--- config.mk ---
export PLATFORM = sky130hd
export DESIGN_NAME = i2s_rx_deser
export DESIGN_NICKNAME = d
export VERILOG_FILES = /design/src/rtl/i2s_rx_deser.sv
export SDC_FILE = /design/constraint.sdc
export NUM_CORES = 1
export LEC_CHECK = 0
export BUFFER_PORTS_ARGS = -buffer_cell sky130_fd_sc_hd__buf_4
export CAP_MARGIN = 20
export CORE_MARGIN = 2
export CORE_UTILIZATION = 40
export DETAILED_ROUTE_END_ITERATION = 12
export PLACE_DENSITY = 0.65
export SYNTH_ARGS = -nofsm -noshare
export SYNTH_HDL_FRONTEND = slang
export SYNTH_SLANG_ARGS = --single-unit
--- constraint.sdc ---
create_clock -name clk_i -period 2.7 [get_ports clk_i]
set_input_delay 0.135 -clock clk_i [delete_from_list [all_inputs] [get_ports clk_i]]
set_output_delay 0.135 -clock clk_i [all_outputs]
set_load 0.05 [all_outputs]
--- src/rtl/i2s_rx_deser.sv ---
// ---------------------------------------------------------------------------
// i2s_rx_deser
//
// I2S receiver / deserializer. The serial bit clock is oversampled by clk_i;
// each SCK rising edge samples WS and SD. Words are MSB-aligned into a DW-bit
// shift register. A left/right pair is handed to the consumer through a
// valid/ready holding stage. A pair that completes while the previous one is
// still waiting is dropped and flagged on the sticky ovf_o.
//
// Build option:
//   I2S_RX_SYNC_EN  defined   -> sck_i, ws_i and sd_i each pass through a
//                                2-flop synchronizer (asynchronous source).
//                   undefined -> inputs are used directly and must already be
//                                synchronous to clk_i.
//
// Ports:
//   clk_i     in   system clock, all state changes on its rising edge
//   rst_i     in   synchronous active-high reset
//   sck_i     in   I2S bit clock (must be high/low for >= 3 clk_i periods)
//   ws_i      in   I2S word select, 0 = left, 1 = right
//   sd_i      in   I2S serial data, MSB first
//   data_l_o  out  left word of the presented pair
//   data_r_o  out  right word of the presented pair
//   valid_o   out  pair presented, held until accepted
//   ready_i   in   consumer accepts the presented pair
//   ovf_o     out  sticky: a completed pair was dropped
//
// Receiver states:
//   state  | meaning
//   -------+-------------------------------------------------------------
//   UNSYNC | no WS 1->0 seen since reset; words are discarded
//   LEFT   | receiving a left word (entered on a WS 1->0 boundary)
//   RIGHT  | receiving a right word; its end completes the pair
// ---------------------------------------------------------------------------
module i2s_rx_deser #(
    parameter int DW      = 24,
    parameter int CNT_RES = 5
) (
    input  logic          clk_i,
    input  logic          rst_i,
    input  logic          sck_i,
    input  logic          ws_i,
    input  logic          sd_i,
    output logic [DW-1:0] data_l_o,
    output logic [DW-1:0] data_r_o,
    output logic          valid_o,
    input  logic          ready_i,
    output logic          ovf_o
);

    typedef enum logic [1:0] {
        ST_UNSYNC = 2'd0,
        ST_LEFT   = 2'd1,
        ST_RIGHT  = 2'd2
    } state_t;

    localparam logic [CNT_RES-1:0] LP_LAST = CNT_RES'(DW - 1);

    logic w_sck;
    logic w_ws;
    logic w_sd;

`ifdef I2S_RX_SYNC_EN
    logic [1:0] r_sck_sync;
    logic [1:0] r_ws_sync;
    logic [1:0] r_sd_sync;

    always_ff @(posedge clk_i) begin
        if (rst_i) begin
            r_sck_sync <= '0;
            r_ws_sync  <= '0;
            r_sd_sync  <= '0;
        end else begin
            r_sck_sync <= {r_sck_sync[0], sck_i};
            r_ws_sync  <= {r_ws_sync[0],  ws_i};
            r_sd_sync  <= {r_sd_sync[0],  sd_i};
        end
    end

    assign w_sck = r_sck_sync[1];
    assign w_ws  = r_ws_sync[1];
    assign w_sd  = r_sd_sync[1];
`else
    assign w_sck = sck_i;
    assign w_ws  = ws_i;
    assign w_sd  = sd_i;
`endif

    state_t             r_state;
    logic               r_sck_prev;
    logic               r_ws_prev;
    logic [CNT_RES-1:0] r_cnt;
    logic               r_sat;
    logic [DW-1:0]      r_shift;
    logic [DW-1:0]      r_hold_l;
    logic [DW-1:0]      r_hold_r;
    logic               r_left_ok;
    logic               r_pair_pend;

    logic               w_sck_rise;
    logic               w_boundary;
    logic [CNT_RES-1:0] w_idx;
    logic [DW-1:0]      w_bit_vec;
    logic [DW-1:0]      w_word;

    assign w_sck_rise = w_sck & ~r_sck_prev;
    // A WS change seen at an SCK rise marks the last bit of the ending word.
    assign w_boundary = w_sck_rise & (w_ws ^ r_ws_prev);

    // The bit count is {r_sat, r_cnt}: r_sat set means the count has reached
    // DW. Keeping the saturated state as a flag lets DW equal 2**CNT_RES
    // without widening the counter.
    assign w_idx     = LP_LAST - r_cnt;
    assign w_bit_vec = {{(DW-1){1'b0}}, w_sd} << w_idx;
    // Shift register including the bit of the current rise; bits past DW
    // are dropped so the word stays MSB-aligned.
    assign w_word    = r_sat ? r_shift : (r_shift | w_bit_vec);

    always_ff @(posedge clk_i) begin
        if (rst_i) begin
            r_state     <= ST_UNSYNC;
            r_sck_prev  <= 1'b0;
            r_ws_prev   <= 1'b0;
            r_cnt       <= '0;
            r_sat       <= 1'b0;
            r_shift     <= '0;
            r_hold_l    <= '0;
            r_hold_r    <= '0;
            r_left_ok   <= 1'b0;
            r_pair_pend <= 1'b0;
            data_l_o    <= '0;
            data_r_o    <= '0;
            valid_o     <= 1'b0;
            ovf_o       <= 1'b0;
        end else begin
            r_sck_prev  <= w_sck;
            r_pair_pend <= 1'b0;

            if (w_sck_rise) begin
                r_ws_prev <= w_ws;
                if (w_boundary) begin
                    r_shift <= '0;
                    r_cnt   <= '0;
                    r_sat   <= 1'b0;
                    case (r_state)
                        ST_UNSYNC: begin
                            if (!w_ws) begin
                                r_state   <= ST_LEFT;
                                r_left_ok <= 1'b0;
                            end
                        end
                        ST_LEFT: begin
                            if (w_ws) begin
                                r_hold_l  <= w_word;
                                r_left_ok <= 1'b1;
                                r_state   <= ST_RIGHT;
                            end
                        end
                        ST_RIGHT: begin
                            if (!w_ws) begin
                                r_hold_r    <= w_word;
                                r_pair_pend <= r_left_ok;
                                r_left_ok   <= 1'b0;
                                r_state     <= ST_LEFT;
                            end
                        end
                        default: begin
                            r_state <= ST_UNSYNC;
                        end
                    endcase
                end else begin
                    r_shift <= w_word;
                    if (!r_sat) begin
                        if (r_cnt == LP_LAST) begin
                            r_sat <= 1'b1;
                        end else begin
                            r_cnt <= r_cnt + 1'b1;
                        end
                    end
                end
            end

            // Output stage: a completed pair loads one cycle after capture.
            // An acceptance in that same cycle frees the slot, so the new pair
            // replaces the accepted one without an overflow.
            if (r_pair_pend) begin
                if (!valid_o || ready_i) begin
                    data_l_o <= r_hold_l;
                    data_r_o <= r_hold_r;
                    valid_o  <= 1'b1;
                end else begin
                    ovf_o <= 1'b1;
                end
            end else if (valid_o && ready_i) begin
                valid_o <= 1'b0;
            end
        end
    end

endmodule

==> reports/qor.csv, run 1 <==
metric,value,unit
status,"finished, final reports clean",
"Hold Violations, Final",0,
Area Overhead vs Synth,19.0,%
pin count of the biggest net entering global routing,50,
dpl hpwl,8.55,mm
Synth Area in Adders,0.465,%
worst path bufs/invs,1,
IO Pins,56,
synth warn,0,
Vias/cell,5.77,
global route hottest layer,met2,
Clock Tree Buf Depth,2,
met3 usage,4.52,%
Final min period,2.17,ns
Port-buffer cells,55,
Syn Area/Cell,9.13,um2
final WL,13.6,mm
FMAX,0.460,GHz
Vert. Die Dim,120,um
Max Fanout on Critical Path,14,
mux contribution to synthesized area,0,%
total track usage,19.3,%
startpoint types,flop,
HP Class,in -> reg,
DRT Pass-1 Iters,4,
Post-synth EDFFs,0,
post-CTS sizing,0,
Worst path top cell family by delay,simple AND/OR/NAND/NOR gates,
number of library cell types mapped by synthesis,43,
met2 usage,31.5,%
kind of critical path,reg -> reg,
clk_skew,0.00747,ns
ant diodes,0,
grt met1 use,25.5,%
Rows,42,
die area,14400,um2
final setup fails,0,
Tcrit/Tclk final,80.5,%
crit path DAT,2.48,ns
Lkg Pwr,2.17,nW
Synthesized Nets,598,
total CTS buffers,17,
area of the core,13200,um2
Critical Path Stages,5,
peak supply drop,0.453,mV
fraction of registers with async set/reset,0,%
r2r startpoint,r_cnt[3],
DR WL/cell,17.0,um
RSZ-0062 raised after global routing,false,
CTS sink cnt,134,
Syn Inst Count,590,
Critical Path RT,3.00,ns
final core occ,48.6,%
CTS clock-pin slew for the worst setup and hold paths,0.06,ns
Pwr per Cell Area,701,nW/um2
fin nets,620,
Root Driver,clkbuf_16,
"Cell Area, Synth",5380,um2
cells along the critical path,inv_1 -> ha_1 -> and4bb_1 -> a21oi_1 -> a211oi_1,
initial antenna violation count,0,
slowest cell delay on critical path,0.56,ns
Hold EP,r_sck_prev,
hold path start,sck_i,
"Seq/Total Area, Yosys",49.8,%
crit end category,flop,
final number of max-transition violations,0,
largest family of logic cells by synthesized area,compound AO/OA/AOI/OAI gates,
reg2reg end,r_hold_l[23],
drt drc,0,
Reg2Reg Depth,5,
ranking of synthesized cells by area,"dfxtp_1 50%, a21oi_1 11%, a211oi_2 4.9%",
CTS tree,yes,
fraction of layout cells with a size suffix above 1,20.5,%
grt total ovfl,0,
number of max-cap violations,0,
Initial Util,40.8,%
via count of the routed design,4619,
Simple-Gate Fraction of Synth Area,12.3,%
DRT antenna net count,0,
Die Wd,120,um
number of synthesized register bits,134,
flop2flop setup slack,0.53,ns
Yosys top cell by area,dfxtp_1,
number of global-route vias before repair,4398,
Rel. slew slack,44.5,%
GP Congestion,0.855,
Hold Path Depth,2,
htree depth,4,
top_reg_cell synth,dfxtp_1,
Skew-Pair Late Insertion Delay,0.41,ns
Least-Margin Pin Slew,0.831,ns
XOR/XNOR Fraction of Synth Area,0.163,%
share of the synthesized area in the top cell type,49.8,%
global-route wire length before repair,22.4,mm
final setup TNS,0,ns
WHS,0.0297,ns
Synth Area in Compound Gates,30.1,%
Critical-path top delay cell,and4bb_1,
drt first-iter violations,404,
layout make-up:
type,instances,area (um2)
Tap cell,176,220
Multi-Input combinational cell,382,2330
Sequential cell,134,2680
Clock buffer,24,492
Timing Repair Buffer,73,551
Fill cell,1218,6780
Clock inverter,8,120
Inverter,4,15.0
per-layer routing:
metal | vias up | routed length [um]
li1 | 2220 | -
met1 | 2237 | 6300
met2 | 145 | 6440
met3 | 17 | 693
met4 | 0 | 161
met5 | - | 0
logic make-up after synthesis:
kind of cell,count (synthesis)
buffers and inverters,74
DFF,134
and+or+nand+nor,117
adders and majority gates,2
xor gates and xnor gates,1
AOI/OAI and AO/OA,262
per-stage QoR:
stage | instances | cell area [um2] | setup slack [ns] | power (mW)
floorplan | 590 | 5380 | 0.887 | 2.13
global route | 801 | 6410 | 0.412 | 4.63
CTS | 801 | 6410 | 0.544 | 4.52
detailed placement | 768 | 5780 | 0.577 | 2.17
global placement | 768 | 5780 | 0.655 | 2.17
finish | 801 | 6410 | 0.526 | 4.49
report_power, final:
part	switching (mW)	internal, mW
Combinational	0.0970	0.0366
Clock	0.814	1.55
Sequential	0.0114	1.99
layout by cell type, fill, tap and decap left out, types with 4 or more instances in the layout:
cell | netlist | routed
dfxtp_1 | 134 | 134
nor3b_1 | 5 | 5
a21oi_1 | 120 | 120
and3b_1 | 4 | 4
a41oi_1 | 4 | 4
a211oi_2 | 21 | 21
o21ai_0 | 40 | 40
nand3_1 | 50 | 50
buf_4 | 5 | 72
a31oi_1 | 31 | 31
nor2b_1 | 7 | 6
nand2_1 | 5 | 5
clkbuf_8 | 0 | 4
clkbuf_16 | 0 | 17
a211oi_1 | 29 | 29
nor2_1 | 28 | 28
o21ai_1 | 9 | 9
inv_1 | 4 | 4
timing repair:
item                                    4_1_cts  5_1_grt
setup buffers                                 0        0
endpoints found under the hold margin         1        0
hold buffers                                  1        0
endpoints found under the setup margin        0        0
worst max path at each step:
| stage | from | to | slack (ns) |
|---|---|---|---|
| 3_5_place_dp | r_cnt[3] | r_hold_l[22] | 0.58 |
| 4_1_cts | r_cnt[3] | r_hold_l[23] | 0.54 |
| 2_1_floorplan | r_cnt[3] | r_hold_l[14] | 0.89 |
| 3_3_place_gp | r_cnt[3] | r_hold_l[19] | 0.66 |
| 6_report | r_cnt[3] | r_hold_l[23] | 0.53 |
| 5_1_grt | r_cnt[3] | r_hold_l[22] | 0.41 |
sequential cells by signal, indices dropped and copies added (netlist names), 2 cells and up:
signal / flops
r_state: 2
r_hold_l: 24
r_cnt: 5
data_r_o: 24
data_l_o: 24
r_hold_r: 24
r_shift: 24
Yosys cell counts (2+ instances only):
cell	count
dfxtp_1	134
a21oi_1	120
nand3_1	50
o21ai_0	40
clkbuf_1	35
a31oi_1	31
a211oi_1	29
nor2_1	28
a211oi_2	21
buf_2	20
o21ai_1	9
nor2b_1	7
buf_4	5
nand2_1	5
nor3b_1	5
a41oi_1	4
and3b_1	4
buf_1	4
buf_6	4
inv_1	4
nand2b_1	3
o31ai_1	3
and3_1	2
and4bb_1	2
buf_12	2
ha_1	2
(Power assumes the default switching activity.)
==> run 2: changes to the inputs <==
--- a/config.mk
+++ b/config.mk
@@ -5,6 +5,7 @@
 export SDC_FILE = /design/constraint.sdc
 export NUM_CORES = 1
 export LEC_CHECK = 0
+export ABC_AREA = 1
 export BUFFER_PORTS_ARGS = -buffer_cell sky130_fd_sc_hd__buf_4
 export CAP_MARGIN = 20
 export CORE_MARGIN = 2
==> constraint.sdc (replaced) <==
create_clock -name clk_i -period 2.2 [get_ports clk_i]
set_input_delay 0.11 -clock clk_i [delete_from_list [all_inputs] [get_ports clk_i]]
set_output_delay 0.11 -clock clk_i [all_outputs]
set_load 0.05 [all_outputs]
==> run 2 against run 1 <==
Against the previous run: clock skew decreased by 0.0017 ns; worst setup slack got worse by 0.12 ns; non-clock buffer count decreased by 5; design area increased by 0.14%; critical endpoint is now r_hold_r[11]; die area decreased by 2.8%.
==> reports/qor.csv, run 2 <==
metric,value,unit
drt first-iter violations,299,
share of the synthesized area in the top cell type,51.3,%
Lkg Pwr,2.79,nW
Critical Path Start,r_state[0],
register cell area after layout,2680,um2
flop2flop setup slack,0.40,ns
Rel. slew slack,61.7,%
Reg2Reg Depth,6,
final setup fails,0,
final number of max-transition violations,0,
total track usage,17.5,%
global-route wire length before repair,19.8,mm
synth warn,0,
Yosys top cell by area,dfxtp_1,
post-CTS sizing,0,
Critical-path top delay cell,nor2_8,
status,"finished, final reports clean",
Multi-input gate area,2030,um2
"Hold Violations, Final",0,
slowest cell delay on critical path,0.38,ns
IO Pins,56,
DRT antenna net count,0,
WHS,0.0191,ns
CTS tree,yes,
final core occ,50.6,%
fraction of registers with async set/reset,0,%
number of synthesized register bits,134,
critical path endpoint,r_hold_r[11],
HP Class,in -> reg,
Fillers,1236,
commonest cells in the netlist,"156 x nor2_1, 134 x dfxtp_1, 82 x inv_1",
Initial Util,41.3,%
Area Overhead vs Synth,22.7,%
startpoint types,flop,
most frequent cell after synthesis,nor2_1,
Final min period,1.80,ns
CTS clock-pin slew for the worst setup and hold paths,0.06,ns
drt drc,0,
DR WL/cell,12.7,um
Synthesized Nets,710,
"Cell Area, Synth",5230,um2
Post-synth EDFFs,0,
most frequent cells in the layout,"156 x nor2_1, 134 x dfxtp_1, 82 x inv_1",
FMAX,0.556,GHz
number of global-route vias before repair,4163,
GP Congestion,0.836,
Rows,41,
Critical Path RT,2.54,ns
grt total ovfl,0,
Clock Tree Buf Depth,2,
Die Wd,118,um
Post-CTS Setup Repair Bufs,0,
fraction of layout cells with a size suffix above 1,14.2,%
r2r startpoint,r_state[0],
total CTS buffers,17,
cells along the critical path,nor2_1 -> nand3_4 -> nor2_8 -> buf_4 -> o21ai_1 -> a21oi_1,
number of library cell types mapped by synthesis,27,
fin nets,762,
top sig layer,met4,
CTS hold repair buffers,2,
htree depth,4,
crit end category,flop,
final setup TNS,0,ns
Port-buffer cells,55,
Pwr per Cell Area,883,nW/um2
ranking of synthesized cells by area,"dfxtp_1 51%, nor2_1 11%, o21ai_0 7.7%",
peak supply drop,0.481,mV
Root Driver,clkbuf_16,
crit path DAT,2.14,ns
Syn Inst Count,702,
die area,14000,um2
Max Fanout on Critical Path,31,
kind of critical path,reg -> reg,
Vert. Die Dim,118,um
met3 WL,444,um
final WL,11.9,mm
pin count of the biggest net entering global routing,71,
number of max-cap violations,0,
DRT Pass-1 Iters,4,
reg2reg end,r_hold_r[11],
via count of the routed design,4476,
Skew-Pair Late Insertion Delay,0.41,ns
area of the core,12700,um2
clk_skew,0.00578,ns
met1 WL,5.61,mm
Syn Area/Cell,7.45,um2
"commonest non-fill, non-tap cell in the layout",nor2_1,
RSZ-0062 raised after global routing,false,
initial antenna violation count,0,
Least-Margin Pin Slew,0.574,ns
Tcrit/Tclk final,81.7,%
dpl hpwl,8.20,mm
ant diodes,0,
CTS sink cnt,134,
met2 wirelength from detailed routing,5.72,mm
top_reg_cell synth,dfxtp_1,
Vias/cell,4.77,
"Seq/Total Area, Yosys",51.3,%
[run 2: cell types whose count changed in the layout (fill, tap and decap cells not counted), sizes merged, moves of 16 or more]
cell and delta:
o21ai +50, nand3 -16, nor2 +132, a211oi -50
nand2 +76, a31oi -30, inv +84, a21oi -64
[run 2: worst max-delay path: cells and delay by family (launching register included)]
| family | cells | cell delay (ns) |
|---|---|---|
| compound gates | 2 | 0.23 |
| flops | 1 | 0.33 |
| simple gates | 3 | 0.88 |
| buf+inv | 1 | 0.27 |
[run 2: how the worst min path moves through the flow]
stage,start,to,cells past startpoint
after floorplan,sck_i,r_sck_prev,2
after global placement,sck_i,r_sck_prev,3
after detailed placement,sck_i,r_sck_prev,3
after CTS,ws_i,r_ws_prev,3
after global routing,ws_i,r_ws_prev,3
final,ws_i,r_ws_prev,3
[run 2: cells by family after synthesis]
logic type / after synthesis / synth area share, %
buffers and inverters: 123 / 9.93
AND/OR/NAND/NOR: 281 / 22.5
flip-flops: 134 / 51.3
adder cells (fa/ha/maj): 2 / 0.479
AO/OA/AOI/OAI: 162 / 15.8
[run 2: metal layers]
metal / vias to the layer above / global-route usage, %
li1: 2332 / -
met1: 2061 / 22.6
met2: 72 / 28.9
met3: 11 / 3.86
met4: 0 / 5.87
met5: - / 0
[run 2: cell type report]
| cell class | count | share of cell area, % |
|---|---|---|
| sequential | 134 | 41.8 |
| multi-input combinational | 445 | 31.6 |
| timing repair buffer | 68 | 8.23 |
| clock buffer | 21 | 7.18 |
| inverter | 88 | 5.15 |
| tap | 172 | 3.35 |
| clock inverter | 11 | 2.69 |
[run 2: report_power, final]
part           internal, mW  switching [mW]
logic                0.0616           0.143
registers              2.45          0.0148
clock network          1.96            1.03
[run 2: per-stage QoR]
stage	total power [mW]	setup slack (ns)	cell area (um2)	cells
5_1_grt	5.86	0.327	6410	939
3_5_place_dp	2.72	0.447	5760	905
6_report	5.66	0.402	6410	939
4_1_cts	5.70	0.432	6410	939
3_3_place_gp	2.71	0.458	5760	905
2_1_floorplan	2.66	0.385	5230	702
